[config.mk]
export PLATFORM = sky130hd
export DESIGN_NAME = digit_scanner
export DESIGN_NICKNAME = d
export VERILOG_FILES = /design/src/rtl/digit_scanner.sv
export SDC_FILE = /design/constraint.sdc
export NUM_CORES = 1
export LEC_CHECK = 0
export CORE_MARGIN = 5
export CORE_UTILIZATION = 40
export DETAILED_ROUTE_END_ITERATION = 7
export HOLD_SLACK_MARGIN = 0.05
export PLACE_DENSITY_LB_ADDON = 0.12
export SYNTH_ARGS = -nofsm -noshare
export SYNTH_HDL_FRONTEND = slang
export SYNTH_SLANG_ARGS = --single-unit
[constraint.sdc]
create_clock -name clk -period 8 [get_ports clk]
set_input_delay 2.4 -clock clk [delete_from_list [all_inputs] [get_ports clk]]
set_output_delay 2.4 -clock clk [all_outputs]
set_load 0.1 [all_outputs]
[src/rtl/digit_scanner.sv]
// digit_scanner: time-multiplexed 7-segment driver with per-slot anti-ghost blanking and frame-synchronous shadow registers.
// Optional build macro SCAN_SKIP_EN: slot advance skips digits whose latched enable bit is 0.
module digit_scanner #(
  parameter int N_DIGITS = 8,
  parameter int DIV = 100000,
  parameter int BLANK = 16
) (
  input  logic                          clk,
  input  logic                          rst,
  input  logic                          en,
  input  logic [N_DIGITS*8-1:0]         seg_data,
  input  logic [N_DIGITS-1:0]           digit_en,
  output logic [N_DIGITS-1:0]           an_n,
  output logic [7:0]                    seg_n,
  output logic [$clog2(N_DIGITS)-1:0]   sel_idx,
  output logic                          frame_start
);
  localparam int SW = $clog2(N_DIGITS);
  localparam int CW = $clog2(DIV);
  localparam logic [CW-1:0] LAST = CW'(DIV - 1);
  localparam logic [CW-1:0] BL = CW'(BLANK);
  typedef enum logic [1:0] {IDLE, BLNK, SHOW} state_t;
  state_t state;
  logic [CW-1:0] cnt, nxt_cnt;
  logic [N_DIGITS*8-1:0] seg_sh, nxt_seg;
  logic [N_DIGITS-1:0] en_sh, nxt_en;
  logic [SW-1:0] adv_idx, nxt_sel;
  logic adv_wrap, nxt_latch, nxt_show;
`ifdef SCAN_SKIP_EN
  logic [SW-1:0] tgt, first_idx;
  // Next enabled digit after the current one; a target at or below the current index closes the frame,
  // and the new frame opens on the lowest enabled digit of the freshly latched mask.
  always_comb begin
    tgt = '0;
    first_idx = '0;
    for (int i = N_DIGITS; i >= 1; i--)
      if (en_sh[(int'(sel_idx) + i) % N_DIGITS]) tgt = SW'((int'(sel_idx) + i) % N_DIGITS);
    for (int i = N_DIGITS - 1; i >= 0; i--)
      if (digit_en[i]) first_idx = SW'(i);
    adv_wrap = tgt <= sel_idx;
    adv_idx = adv_wrap ? first_idx : tgt;
  end
`else
  assign adv_wrap = sel_idx == SW'(N_DIGITS - 1);
  assign adv_idx = adv_wrap ? '0 : sel_idx + 1'b1;
`endif
  // Next slot position and shadow contents; shadows reload only at frame start so a frame never tears.
  always_comb begin
    nxt_latch = (state == IDLE) || (cnt == LAST && adv_wrap);
    nxt_cnt = (state == IDLE || cnt == LAST) ? '0 : cnt + 1'b1;
    nxt_sel = (state == IDLE) ? '0 : (cnt == LAST) ? adv_idx : sel_idx;
    nxt_seg = nxt_latch ? seg_data : seg_sh;
    nxt_en = nxt_latch ? digit_en : en_sh;
    nxt_show = (nxt_cnt >= BL) && nxt_en[nxt_sel];
  end
  // Scan FSM with all outputs registered from the next-slot view.
  always_ff @(posedge clk) begin
    if (rst || !en) begin
      state <= IDLE;
      cnt <= '0;
      sel_idx <= '0;
      frame_start <= 1'b0;
      an_n <= '1;
      seg_n <= '1;
      if (rst) begin
        seg_sh <= '1;
        en_sh <= '0;
      end
    end else begin
      state <= (nxt_cnt < BL) ? BLNK : SHOW;
      cnt <= nxt_cnt;
      sel_idx <= nxt_sel;
      frame_start <= nxt_latch;
      seg_sh <= nxt_seg;
      en_sh <= nxt_en;
      an_n <= nxt_show ? ~(N_DIGITS'(1) << nxt_sel) : '1;
      seg_n <= nxt_show ? nxt_seg[8*int'(nxt_sel) +: 8] : '1;
    end
  end
endmodule

### Word-level counts from Yosys, hierarchy flattened

Cells that the tools add are included.

* bits in registers: 111
* input port bits: 75
* output and inout port bits: 20
* word-level logic and storage cells: 41

* $add $sub $neg: 2
* $lt $le $gt $ge: 3
* equal/unequal tests: 3
* shifts and indexed selects: 2
* muxes and demuxes: 13
* bitwise operators: 2
* reductions and logical operators: 8

Operator list (number)
* 2-to-1 mux 64 bit: 3
* indexed part select 64 x 7 -> 8 bit: 1
* 2-to-1 mux 8 bit: 3
* adder 17 x 1 -> 17 bit, second input constant: 1
* == test 17 bit, second input constant: 1
* greater-or-equal comparator 17 x 5 -> 1 bit, second input constant: 1
* less-than comparator 17 x 5 -> 1 bit, second input constant: 1
* 2-to-1 mux 17 bit: 1
* 2-to-1 mux 3 bit: 3
* inverter 8 bit: 1
* << shifter 1 x 3 -> 8 bit, first input constant: 1
* less-than comparator 3 x 4 -> 1 bit, second input constant: 1
* adder 3 x 1 -> 3 bit, second input constant: 1
* binary-select mux 1 bit (select 3 bit): 1
* == test 3 bit, second input constant: 1
* logical OR 1 bit: 3
* logical AND 1 bit: 2
* logical NOT 2 bit: 1
* 2-to-1 mux 2 bit: 1
* inequality test 2 bit, second input constant: 1
* OR reduction 2 bit: 1
* logical NOT 1 bit: 1
* 2-to-1 mux 1 bit: 1
* inverter 1 bit: 1

### Longest topological paths before layout

Gate-level depths: netlist of run 1.

* depth in word-level cells: 9
* gate-level depth with buffers: 11

### Worst setup path before layout of run 1

OpenSTA, ideal clock, no wires.

* kind: input-to-reg
* start point: input en
* end point: register seg_n[0]
* setup time: 0.144 ns
* arrival time: 3.600 ns
* setup slack: 4.256 ns
* cell stages on the path: 5
* path buffers: 1
* path through: nor2b_1 > nand3_1 > nor2_1 > clkbuf_1 > o2111ai_1

* cells in the longest elaborated chain, start to end: 3

Ends and longest elaborated chain
* start: declaration: line 10 `input logic en,`
* logical NOT 1 bit: line 58 `if (rst || !en) begin`
* logical OR 1 bit: line 58
* OR reduction 2 bit (no source line)
* end signal: assignment: line 77 `seg_n <= nxt_show ? nxt_seg[8*int'(nxt_sel) +: 8] : '1;`
* end: declaration: line 14 `output logic [7:0] seg_n,`

Every way passes these cells.
A chain may end at the register's enable or synchronous reset.

### Worst setup path after layout of run 1

* start point: input en
* end point: register seg_n[6]

Same word-level chain as after synthesis.

==> impl_metrics.yaml, run 1 <==
status:
  status: "completed"
die:
  start_util: 0.409
  die_h_um: 138
  ios: 95
  num_rows: 46
  dieArea_um2: 19000
  design.core.area_um2: 15900
  die_w_um: 138
timing:
  final-setup-viol-count: 0
  finalWorstSetupSlack_ps: 2560
  tightestPinTransition_ps: 1230
  fmax_mhz: 184
  drv_slew: 0
  fin_crit_sh: 0.680
  max_slew_margin: 0.183
  fin_crit_ps: 5440
  skew_ps: 9.39
  fin_hold_ws_ps: 488
  finalSetupTns_ps: 0
  finalHoldViolations: 0
  rsz0062_at_grt: "no"
synth:
  synthCells: 709
  synth_warnings: 0
  ys_ff_latch: 111
  synth_area_um2: 6530
  synth_flop_cell: "edfxtp_1"
  synth_edf_count: 72
  yosysTopAreaCell: "edfxtp_1"
  ys_top_cells_by_area: "edfxtp_1 (33%), mux2_2 (14%), dfxtp_1 (12%)"
  ys_async_sr_fraction: 0
  synth_seq_area_share: 0.451
  ys_types: 50
  synth_top_area_share: 0.331
  avgSynthCellArea_um2: 9.21
  synth_most_common_cell: "nand2_1"
  synth_commonest_cells: "nand2_1 (153), mux2_2 (81), nand3_1 (78)"
  synth.net_count: 787
clocking:
  post_cts_buffers: 0
  clock_path_buffers: 2
  insertion_delay_ps: 350
  path_clk_slew_ps: 70
  cts.repair.resized: 0
  cts_tree: "built"
  root_buffer: "clkbuf_16"
  cts_sinks: 111
  cts_buffers: 9
  hold_buffers: 0
  htree_levels: 3
global_route:
  grt_max_degree: 77
  busiest_layer: "met2"
  grt_pass1_wl_um: 30500
  grt.met1_usage: 0.282
  met2_usage: 0.327
  grt-ovfl-total: 0
  grt_pass1_vias: 5706
  gr-usage-met3: 0.0442
  grtUsageTotal: 0.206
  antenna_found_initial: 0
critical_path:
  cp.required_ps: 8170
  crit_fanout: 67
  critPathArrivalTime_ps: 5610
  crit_type: "input pin to flop"
  crit_path_start_kind: "input pin"
  cp-end-kind: "flop"
final_layout:
  multi_input_area_um2: 3370
  fin_area_um2: 7910
  n_fill_cell: 1486
  regArea_um2: 2940
  area_delta_synth_final_pct: 21.2
  nNetsFinal: 844
  antenna_cells: 0
  drive_above_1_share: 0.148
routing:
  drt-pass1-iter-count: 5
  num_vias: 5678
  wl_per_cell_um: 19.4
  routed_wl_um: 19100
  vias_per_cell: 5.75
  drt_iter0_markers: 479
  drc: 0
  ant_nets: 0
job:
  cap_violations: 0
power_and_ir_drop:
  clkPwrFrac: 0.371
  power.internal_uw: 968
  ir_worst_vdd_v: 0.000134
  powerDensity_nw_per_um2: 160
  p_leak_nw: 2.51
  p_seq_frac: 0.512
  swShare: 0.234
  switchingPower_uw: 296
  combPwrFrac: 0.116
  fin_total_pwr_mw: 1.26
placed_design:
  io_buffers: 94
  dpl_worst_slack_ps: 2210
  place_area_um2: 7600
  hpwlAfterDp_um: 12400
  place_congestion: 0.867
worst_hold_path:
  min_path_type: "flop to flop"
==> area by class of cell <==
class                   count  area share
well taps                 216      0.0342
multi-input cells         537       0.426
clock buffers              14      0.0361
clock inverters             2     0.00332
flip-flops and latches    111       0.372
repair buffers            101       0.126
inverters                   6     0.00285
==> registers in the layout, indices dropped and copies added, names as in the netlist <==
register	cells
seg_sh	64
cnt	17
an_n	8
en_sh	8
seg_n	8
sel_idx	3
state	2
frame_start	1
==> power groups by stage <==
stage	Sequential, mW	Clock (mW)	Combinational, mW
after global routing	0.650	0.507	0.162
after global placement	0.658	0	0.145
after detailed placement	0.660	0	0.147
after floorplan	0.657	0	0.0802
final	0.648	0.470	0.147
after CTS	0.647	0.482	0.148
==> worst max-delay path: stages <==
cell and delay, ps:
clkdlybuf4s50_1 490, nor2b_4 140, buf_4 570, nand3_1 700, nor2_1 1020, o2111ai_1 220
==> kinds of logic after synthesis <==
family | after synthesis | synth area share
buf+inv | 61 | 0.0372
compound gates | 111 | 0.116
xor+xnor | 17 | 0.0228
fa+ha+maj | 3 | 0.00575
mux | 85 | 0.146
flops | 111 | 0.451
simple gates | 321 | 0.222
==> worst paths after layout <==
| kind | startpoint | endpoint | slack [ps] | depth (start not counted) |
|---|---|---|---|---|
| min | cnt[0] | cnt[0] | 490 | 1 |
| min reg2reg | cnt[0] | cnt[0] | 490 | 1 |
| max reg2reg | cnt[0] | seg_n[6] | 3810 | 9 |
| max | en | seg_n[6] | 2560 | 6 |
==> routing by layer <==
metal	share of wire	vias to the layer above
li1	-	2713
met1	0.46	2770
met2	0.47	170
met3	0.055	25
met4	0.019	0
met5	0	-
==> through the flow <==
step | utilization | std cells
after floorplan | - | 709
after detailed placement | 0.477 | 971
after global routing | 0.496 | 987
final | 0.496 | 987
after CTS | 0.496 | 987
after global placement | 0.477 | 971
==> cell usage in the layout, fill, tap and decap left out, types with 2 or more instances in the layout <==
cell type	instances
a2111oi_0	2
a211o_1	2
a21oi_1	13
a221oi_1	10
a22oi_1	8
and2_1	4
and3_1	7
buf_4	7
clkbuf_1	2
clkbuf_16	10
clkbuf_8	2
clkdlybuf4s50_1	94
dfxtp_1	38
edfxtp_1	72
ha_1	3
inv_1	6
mux2_2	81
mux2i_1	4
nand2_1	153
nand2b_1	2
nand3_1	77
nand4_1	12
nor2_1	33
nor2_4	2
nor3_1	10
nor3b_1	2
nor4_1	4
o2111ai_1	8
o211ai_1	2
o21a_1	2
o21ai_0	20
o221ai_1	2
o22ai_1	33
or2_2	5
or3_1	3
xnor2_1	11
xor2_1	6
Note: power is estimated with default switching activity, not from simulation.
==> run 2: changes to the inputs <==
==> constraint.sdc (replaced) <==
create_clock -name clk -period 5.7 [get_ports clk]
set_input_delay 1.71 -clock clk [delete_from_list [all_inputs] [get_ports clk]]
set_output_delay 1.71 -clock clk [all_outputs]
set_load 0.1 [all_outputs]
==> impl_metrics.yaml, run 2 (synthesis results as in run 1) <==
clocking:
  post_cts_buffers: 0
  cts.repair.resized: 0
  cts_tree: "built"
  htree_levels: 3
  path_clk_slew_ps: 70
  hold_buffers: 0
  insertion_delay_ps: 350
  cts_sinks: 111
  root_buffer: "clkbuf_16"
  clock_path_buffers: 2
  cts_buffers: 9
timing:
  skew_ps: 12.5
  finalSetupTns_ps: 0
  fmax_mhz: 249
  final-setup-viol-count: 0
  max_slew_margin: 0.270
  drv_slew: 0
  rsz0062_at_grt: "no"
  fin_crit_ps: 4020
  tightestPinTransition_ps: 1090
  finalHoldViolations: 0
  fin_crit_sh: 0.705
power_and_ir_drop:
  powerDensity_nw_per_um2: 226
  p_leak_nw: 2.51
  fin_total_pwr_mw: 1.79
  ir_worst_vdd_v: 0.000142
critical_path:
  critPathArrivalTime_ps: 4180
  crit_type: "flop to flop"
  startpoint: "cnt[0]"
  critical_path.cell_chain: "ha_1 -> nand3_1 -> or3_1 -> o21ai_4 -> mux2i_1 -> a221o_1 -> o22ai_2 -> o2111ai_1"
  crit_path_start_kind: "flop"
  cp.required_ps: 5860
  crit_family: "compound AO/OA/AOI/OAI gates"
  slowest_delay_ps: 850
  critPathBufInv: 0
  crit_fanout: 33
  cp-end-kind: "flop"
  crit_path_top_delay_cell: "o21ai_4"
  r2r_start: "cnt[0]"
final_layout:
  area_delta_synth_final_pct: 21.2
  nNetsFinal: 844
  top_regs: "seg_sh (64), cnt (17)"
  antenna_cells: 0
  regMostFlops: "seg_sh"
  multi_input_area_um2: 3370
  regArea_um2: 2940
  final_common_cell: "nand2_1"
  layout_common_cells: "nand2_1 (153), clkdlybuf4s50_1 (94), mux2_2 (81)"
  largest_reg_flops: 64
  n_fill_cell: 1513
  drive_above_1_share: 0.149
status:
  status: "completed"
die:
  ios: 95
  num_rows: 46
  die_h_um: 138
  die_w_um: 138
  start_util: 0.409
  design.core.area_um2: 15900
  dieArea_um2: 19000
routing:
  wl_per_cell_um: 19.5
  drt-pass1-iter-count: 5
  num_vias: 5653
  vias_per_cell: 5.73
  ant_nets: 0
  drt_iter0_markers: 498
  routed_wl_um: 19200
  drc: 0
global_route:
  grt_pass1_wl_um: 29900
  antenna_found_initial: 0
  grtUsageTotal: 0.203
  grt_pass1_vias: 5554
  grt-ovfl-total: 0
  grt_max_degree: 76
worst_hold_path:
  min_path_type: "flop to flop"
  min_from: "cnt[0]"
placed_design:
  hpwlAfterDp_um: 12800
  place_congestion: 0.911
  io_buffers: 94
job:
  cap_violations: 0
-- run 2: cell count changes in the layout (fill, tap and decap cells not counted) --
cell / before / now
clkinv_2: 0 / 2
bufinv_16: 0 / 1
bufinv_8: 1 / 0
clkbuf_1: 2 / 1
clkbuf_2: 0 / 1
clkbuf_8: 2 / 1
clkinv_4: 1 / 0
-- run 2: power by group --
part           total [mW]  leakage [nW]  switching (mW)  internal (mW)
Sequential          0.909         0.946          0.0202          0.889
Clock               0.672         0.158           0.291          0.381
Combinational       0.207          1.41           0.107         0.0993
-- run 2: cell type report --
cell class / count / area share
clock buffer: 13 / 0.0345
clock inverter: 3 / 0.00506
inverter: 6 / 0.00285
multi-input combinational: 537 / 0.426
sequential: 111 / 0.372
tap: 216 / 0.0342
timing repair buffer: 101 / 0.126
-- run 2: metal layers --
layer	vias up	global-route usage	part of all wire
li1	2711	-	-
met1	2742	0.279	0.46
met2	169	0.321	0.46
met3	31	0.0303	0.050
met4	0	0.0807	0.027
met5	-	0	0
-- run 2: worst paths after layout --
check / end / slack [ps] / cells after the start
setup / recovery: seg_n[3] / 1680 / 8
hold / removal: cnt[0] / 480 / 1
setup reg to reg: seg_n[3] / 1680 / 8
hold reg to reg: cnt[0] / 480 / 1
-- run 2: stage by stage --
step | util | instance area [µm²] | hold slack (ps) | setup WS, ps | std cells
2_1_floorplan | - | 6530 | 442 | 2360 | 709
3_3_place_gp | 0.477 | 7600 | 457 | 1430 | 971
3_5_place_dp | 0.477 | 7600 | 468 | 1310 | 971
4_1_cts | 0.496 | 7910 | 484 | 1670 | 987
5_1_grt | 0.496 | 7910 | 554 | 1370 | 987
6_report | 0.496 | 7910 | 483 | 1680 | 987
==> run 3: changes to the inputs <==
==> constraint.sdc (replaced) <==
create_clock -name clk -period 4 [get_ports clk]
set_input_delay 1.2 -clock clk [delete_from_list [all_inputs] [get_ports clk]]
set_output_delay 1.2 -clock clk [all_outputs]
set_load 0.1 [all_outputs]
==> impl_metrics.yaml, run 3 (synthesis results as in run 1) <==
routing:
  vias_per_cell: 5.74
  met3_length_um: 1100
  routed_wl_um: 19700
  wl_per_cell_um: 19.9
  ant_nets: 0
  drc: 0
  drt_iter0_markers: 575
  drt-pass1-iter-count: 5
  dr_wl_met2_um: 9200
  routed.top_layer: "met4"
  num_vias: 5696
  wl_met1_um: 8990
clocking:
  root_buffer: "clkbuf_16"
  cts_tree: "built"
  cts.repair.resized: 0
  hold_buffers: 0
  path_clk_slew_ps: 70
  htree_levels: 3
  cts_sinks: 111
  post_cts_buffers: 0
  clock_path_buffers: 2
  insertion_delay_ps: 360
  cts_buffers: 9
critical_path:
  crit_path_top_delay_cell: "nor3_1"
  crit_fanout: 33
  cp-end-kind: "flop"
  slowest_delay_ps: 640
  critical_path.cell_chain: "ha_1 -> nand3_1 -> nor3_1 -> and3_1 -> o21a_1 -> buf_4 -> mux2_2 -> o21ai_0 -> o2111ai_1"
  r2r_slack_ps: 510
  critPathArrivalTime_ps: 3670
  crit_path_start_kind: "flop"
  cp.required_ps: 4170
  crit_type: "flop to flop"
power_and_ir_drop:
  combPwrFrac: 0.118
  p_leak_nw: 2.55
  fin_total_pwr_mw: 2.53
  power.internal_mw: 1.92
  switchingPower_uw: 604
  powerDensity_nw_per_um2: 318
  swShare: 0.239
  p_seq_frac: 0.512
  ir_worst_vdd_v: 0.000206
  clkPwrFrac: 0.369
timing:
  fin_crit_ps: 3490
  rsz0062_at_grt: "no"
  tightestPinTransition_ps: 1170
  fin_crit_sh: 0.873
  max_slew_margin: 0.217
  drv_slew: 0
  skew_ps: 5.77
  fmax_mhz: 286
  final-setup-viol-count: 0
  finalSetupTns_ps: 0
  finalHoldViolations: 0
status:
  status: "completed"
final_layout:
  top_regs: "seg_sh (64), cnt (17)"
  final_common_cell: "nand2_1"
  area_delta_synth_final_pct: 21.6
  regMostFlops: "seg_sh"
  largest_reg_flops: 64
  nNetsFinal: 849
  finish.utilization: 0.498
  layout_common_cells: "nand2_1 (153), clkdlybuf4s50_1 (91), mux2_2 (81)"
  n_fill_cell: 1480
  drive_above_1_share: 0.156
  layoutNonFillerInstCount: 992
  antenna_cells: 0
global_route:
  grt-ovfl-total: 0
  antenna_found_initial: 0
  grtUsageTotal: 0.208
  grt_pass1_vias: 5637
  grt_pass1_wl_um: 30900
  grt_max_degree: 77
die:
  design.core.area_um2: 15900
  num_rows: 46
  ios: 95
  die_h_um: 138
  dieArea_um2: 19000
  die_w_um: 138
  start_util: 0.409
placed_design:
  io_buffers: 94
  hpwlAfterDp_um: 13000
  place_congestion: 0.878
  dpl.cell_count: 976
worst_hold_path:
  min_path_type: "flop to flop"
job:
  cap_violations: 0
==> run 3: metal layers <==
metal / vias up / track usage
met5: - / 0
met4: 0 / 0.0724
met3: 27 / 0.0413
met2: 193 / 0.324
met1: 2750 / 0.290
li1: 2726 / -
==> run 3: layout make-up <==
type / count / area (µm²) / share of cell area
clock buffers: 13 / 293 / 0.0369
clock inverters: 3 / 13.8 / 0.00173
inverters: 6 / 22.5 / 0.00284
multi-input cells: 537 / 3360 / 0.423
flip-flops and latches: 111 / 2940 / 0.371
well taps: 216 / 270 / 0.0340
repair buffers: 106 / 1040 / 0.130
==> run 3: path summary, 6_finish.rpt <==
path / start / endpoint / cells past startpoint
worst max-delay path: cnt[0] / seg_n[6] / 9
worst min-delay path: cnt[0] / cnt[0] / 1
worst max register to register: cnt[0] / seg_n[6] / 9
worst min register to register: cnt[0] / cnt[0] / 1
==> run 3: power groups by stage <==
stage	clock, mW	combinational (mW)	sequential, mW
floorplan	0	0.160	1.31
global placement	0	0.296	1.32
detailed placement	0	0.299	1.32
CTS	0.952	0.301	1.29
global route	1.00	0.327	1.30
finish	0.933	0.299	1.29
==> run 3: critical path, delay by kind of cell (launching register included) <==
| kind | cells | cell delay (ps) |
|---|---|---|
| fa+ha+maj | 1 | 260 |
| flops | 1 | 390 |
| mux | 1 | 380 |
| compound gates | 3 | 680 |
| simple gates | 3 | 1190 |
| buf+inv | 1 | 400 |
==> run 3: through the flow <==
stage	hold slack (ps)	worst slack (ps)	cell area, µm²
global placement	458	560	7630
CTS	490	484	7940
detailed placement	473	493	7630
global route	518	118	7940
finish	491	507	7940
floorplan	442	664	6530
